### src/rtl/fetch_pkg.sv
// Shared fetch-stage types and constants.
// Used by the fetch unit and its instruction queue.
package fetch_pkg;

  localparam logic [31:0] HALT_INSTR = 32'hEAFF_FFFE;
  localparam logic [31:0] DEFAULT_RESET_PC = 32'h0000_0000;
  localparam logic [31:0] WORD_MASK = 32'hFFFF_FFFC;

  typedef struct packed {
    logic [31:0] instr;
    logic [31:0] pc;
  } fq_entry_t;

endpackage

### src/rtl/fetch_fifo.sv
// Instruction queue with wrap-bit pointers.
// Push and pop may happen together even when full.
module fetch_fifo
  import fetch_pkg::*;
#(
  parameter int DEPTH = 4
) (
  input  logic      clk,
  input  logic      reset_n,
  input  logic      push,
  input  logic      pop,
  input  logic      flush,
  input  fq_entry_t wdata,
  output fq_entry_t rdata,
  output logic      full,
  output logic      empty
);

  localparam int AW = $clog2(DEPTH);

  fq_entry_t     mem [DEPTH];
  logic [AW:0]   wptr;
  logic [AW:0]   rptr;
  logic          push_ok;
  logic          pop_ok;

  assign empty = (wptr == rptr);
  assign full  = (wptr[AW] != rptr[AW]) &&
                 (wptr[AW-1:0] == rptr[AW-1:0]);

  assign pop_ok  = pop & ~empty;
  assign push_ok = push & (~full | pop_ok);

  assign rdata = mem[rptr[AW-1:0]];

  always_ff @(posedge clk or negedge reset_n) begin
    if (!reset_n) begin
      wptr <= '0;
      rptr <= '0;
    end else if (flush) begin
      wptr <= '0;
      rptr <= '0;
    end else begin
      if (push_ok) wptr <= wptr + 1'b1;
      if (pop_ok)  rptr <= rptr + 1'b1;
    end
  end

  // Storage carries no reset; pointers alone define validity.
  always_ff @(posedge clk) begin
    if (push_ok && !flush) mem[wptr[AW-1:0]] <= wdata;
  end

endmodule

### src/rtl/fetch_unit.sv
// Sequential instruction fetch feeding a small queue.
// Stops on a branch-to-self word until redirected.
module fetch_unit
  import fetch_pkg::*;
#(
  parameter int          DEPTH    = 4,
  parameter logic [31:0] RESET_PC = DEFAULT_RESET_PC
) (
  input  logic        clk,
  input  logic        reset_n,
  output logic [31:0] imem_a,
  input  logic [31:0] imem_rd,
  input  logic        redirect,
  input  logic [31:0] redirect_pc,
  output logic        instr_valid,
  output logic [31:0] instr,
  output logic [31:0] instr_pc,
  input  logic        instr_ready,
  output logic        halt
);

  logic [31:0] fetch_pc;
  logic        full;
  logic        empty;
  logic        pop;
  logic        push_en;
  fq_entry_t   wdata;
  fq_entry_t   rdata;

  assign imem_a      = fetch_pc & WORD_MASK;
  assign instr_valid = ~empty;
  assign instr       = rdata.instr;
  assign instr_pc    = rdata.pc;

  assign pop     = instr_valid & instr_ready & ~redirect;
  assign push_en = ~redirect & ~halt & (~full | pop);

  assign wdata.instr = imem_rd;
  assign wdata.pc    = fetch_pc;

  fetch_fifo #(
    .DEPTH(DEPTH)
  ) u_fifo (
    .clk    (clk),
    .reset_n(reset_n),
    .push   (push_en),
    .pop    (pop),
    .flush  (redirect),
    .wdata  (wdata),
    .rdata  (rdata),
    .full   (full),
    .empty  (empty)
  );

  always_ff @(posedge clk or negedge reset_n) begin
    if (!reset_n) begin
      fetch_pc <= RESET_PC;
      halt     <= 1'b0;
    end else if (redirect) begin
      fetch_pc <= redirect_pc & WORD_MASK;
      halt     <= 1'b0;
    end else if (push_en) begin
      // A branch-to-self parks fetch on its own address.
      if (imem_rd == HALT_INSTR) halt <= 1'b1;
      else fetch_pc <= fetch_pc + 32'd4;
    end
  end

endmodule

### config.mk
export PLATFORM = sky130hd
export DESIGN_NAME = fetch_unit
export DESIGN_NICKNAME = d
export VERILOG_FILES = /design/src/rtl/fetch_pkg.sv /design/src/rtl/fetch_fifo.sv /design/src/rtl/fetch_unit.sv
export SDC_FILE = /design/constraint.sdc
export NUM_CORES = 1
export LEC_CHECK = 0
export ABC_CLOCK_PERIOD_IN_PS = 11900
export CAP_MARGIN = 0
export CORE_MARGIN = 4
export CORE_UTILIZATION = 45
export DETAILED_ROUTE_END_ITERATION = 10
export DONT_BUFFER_PORTS = 1
export GPL_ROUTABILITY_DRIVEN = 0
export PLACE_DENSITY = 0.68
export SLEW_MARGIN = 30
export SYNTH_ARGS = -nofsm -noshare
export SYNTH_HDL_FRONTEND = slang
export SYNTH_HIERARCHICAL = 1
export SYNTH_SLANG_ARGS = --single-unit
### constraint.sdc
create_clock -name clk -period 11.9 [get_ports clk]
set_input_delay 0.595 -clock clk [delete_from_list [all_inputs] [get_ports clk]]
set_output_delay 0.595 -clock clk [all_outputs]
set_load 0.05 [all_outputs]
==> flow_summary.ini <==
[worst_setup_path]
cp_num_buf_inv = 2
slowest_delay_ns = 0.80
cp.arrival_ns = 4.08
critical-path-slowest-cell = dfrtp_4
cp_data_required_time_ns = 12.13
path_class = flip-flop to flip-flop
worstSetupStartpointType = flip-flop
crit_fanout = 37
critical_path.cell_chain = xnor2_2, nand2_1, nor2_1, nand2b_1, a211o_1, inv_1, nand2b_1, a41oi_1, and2_4, buf_12
crit_family = simple AND/OR/NAND/NOR gates
cp_common_cell = nand2b_1
end_kind = flip-flop

[min_path]
hold_class = primary input to flip-flop

[die]
start_util_pct = 45.7
die-area_um2 = 29100
fp.dieW_um = 171
design.core.area_um2 = 26100
die_h_um = 171
io-pin-count = 166
row_count = 59

[run]
maxCapViolations = 0

[global_route]
met3_usage_pct = 6.56
grt_max_degree = 67
antenna_found_initial = 0
grt_pass1_vias = 6221
grt.total_usage_pct = 17.0
gr-usage-met1_pct = 21.5
grt-ovfl-total = 0
grt-busiest-layer = met2
grt_pass1_wl_mm = 38.0
use_met2_pct = 28.4

[timing]
period_minus_slack_ns = 3.84
finalCritPeriodShare_pct = 32.3
slew_violations = 0
max_freq_mhz = 260
rsz0062_at_grt = no
finalSetupViolCount = 0
finClkSkew_ns = 0.00705
hold_viol = 0
fin_setup_tns_ns = 0
relSlewSlack_pct = 40.8
tightest_slew_ns = 0.887

[route]
wl_per_cell_um = 25.1
routed_wl_mm = 25.1
first_pass_iters = 5
drc_errors = 0
vias = 5928
drtAntennaViolNets = 0
avgViaCountPerCell = 5.92
drt_iter0_markers = 573

[yosys]
synth_common_cells = 256 x edfxtp_1, 64 x mux4_2, 37 x dfrtp_1, 35 x nand2_1, 20 x nor2_1
synth-compound-area-share_pct = 4.55
yosys-top-cells-area = edfxtp_1 65%, mux4_2 12%, dfrtp_1 7.8%
synthFlopType = edfxtp_1
ys_seq_area_share_pct = 72.3
synth_xor_area_share_pct = 1.36
yosysWarnings = 6
synthMuxAreaShare_pct = 13.4
synth_most_common_cell = edfxtp_1
synth_fa_ha_area_share_pct = 0.630
synth_seq_cells = 293
yosysTopAreaCell = edfxtp_1
yosysTopAreaCellShare_pct = 64.5
synth_top_family_by_area = multiplexers
async_flop_share_pct = 12.6
synthCells = 624
netlist_area_um2 = 11900
syn_area_per_cell_um2 = 19.1
yosysUniqueCellTypes = 63
synth-simple-area-share_pct = 5.85
synth_edf_count = 256

[cts]
htreeDepth = 1
cts_max_path_buffers = 3
cts_resized = 0
clock_sinks = 293
numCtsBuffers = 29
cts_tree = yes
clock-root-buffer = clkbuf_16
clk_latency_ns = 0.54
clk_pin_slew_worst_paths_ns = 0.06
postCtsHoldBufs = 2
postCtsSetupBuffers = 0

[finish]
drive_gt1_share_pct = 21.9
finalNetCount = 717
insertedDiodeCount = 0
seqCellArea_um2 = 8620
syn_to_final_growth_pct = 12.1
fin_area_um2 = 13400
nFillCells = 2089
multi_input_area_um2 = 3120

[place]
io_buffers = 0
place_area_um2 = 12300
dp_hpwl_mm = 16.1

[pwr]
p_leak_nw = 4.21
power_density_nw_per_um2 = 218
irDropWorstVdd_mv = 0.139
finalPower_mw = 2.91

[outcome]
status = completed
sequential cells by signal, summed over array words and instances, names as in the netlist:
register and cells:
u_fifo/rptr 3, fetch_pc 30, u_fifo/mem 256, halt 1, u_fifo/wptr 3
cell families after synthesis:
family                   Yosys count
AO/OA/AOI/OAI                     64
multiplexers                      78
other                              1
buffers and inverters             42
AND/OR/NAND/NOR                  124
adder cells (fa/ha/maj)            6
flip-flops                       293
XOR/XNOR                          16
per-layer routing:
layer  up-vias  wire length (um)
li1       2580                 -
met1      3064              9610
met2       243             12300
met3        41              2740
met4         0               512
met5         -                 0
stage by stage:
step | setup WS, ns | util, % | hold slack (ns) | cells
final | 8.06 | 51.3 | 0.147 | 1001
after global routing | 7.81 | 51.3 | 0.108 | 1001
after CTS | 7.99 | 51.3 | 0.116 | 1001
after detailed placement | 8.02 | 47.4 | 0.301 | 945
after global placement | 7.64 | 46.9 | 0.301 | 939
after floorplan | 8.01 | - | 0.299 | 633
area by class of cell:
class | count | share of cell area [%]
repair buffers | 11 | 1.32
flip-flops and latches | 293 | 64.5
clock inverters | 15 | 1.39
clock buffers | 39 | 6.01
multi-input cells | 298 | 23.3
inverters | 10 | 0.281
well taps | 335 | 3.14
layout by cell type, fill, tap and decap left out, types with 7 or more instances in the layout:
cell type and n:
edfxtp_1 256, mux4_2 64, nand2_1 35, dfrtp_1 35, clkbuf_16 29, nor2_1 20
o21ai_0 16, nand3_1 13, xnor2_1 12, inv_1 10, nand4_1 10, conb_1 10
mux2i_1 9, a31oi_1 7, buf_12 7
worst reg2reg max path, cell delays in order, from the launching register on:
cell and delay [ns]:
dfrtp_4 0.80, xnor2_2 0.23, nand2_1 0.12, nor2_1 0.06, nand2b_1 0.21, a211o_1 0.56
inv_1 0.19, nand2b_1 0.07, a41oi_1 0.33, and2_4 0.66, buf_12 0.29
report_power, final:
part / total [mW] / leakage [nW] / switching (mW) / internal, mW
Sequential: 1.38 / 2.76 / 0.136 / 1.24
Combinational: 0.607 / 0.970 / 0.442 / 0.165
Clock: 0.925 / 0.485 / 0.365 / 0.560
Total: 2.91 / 4.21 / 0.943 / 1.97
worst paths after layout:
kind	start	cells after the start	endpoint	slack, ns
worst min register to register	u_fifo/wptr[1]	2	u_fifo/wptr[1]	0.66
max in group asynchronous	reset_n	2	u_fifo/rptr[0]	11.14
worst max-delay path	u_fifo/rptr[1]	10	u_fifo/mem[1][38]	8.06
min in group asynchronous	reset_n	2	fetch_pc[27]	0.54
worst max register to register	u_fifo/rptr[1]	10	u_fifo/mem[1][38]	8.06
worst min-delay path	imem_rd[2]	0	u_fifo/mem[2][34]	0.15
Note: power is estimated with default switching activity, not from simulation.
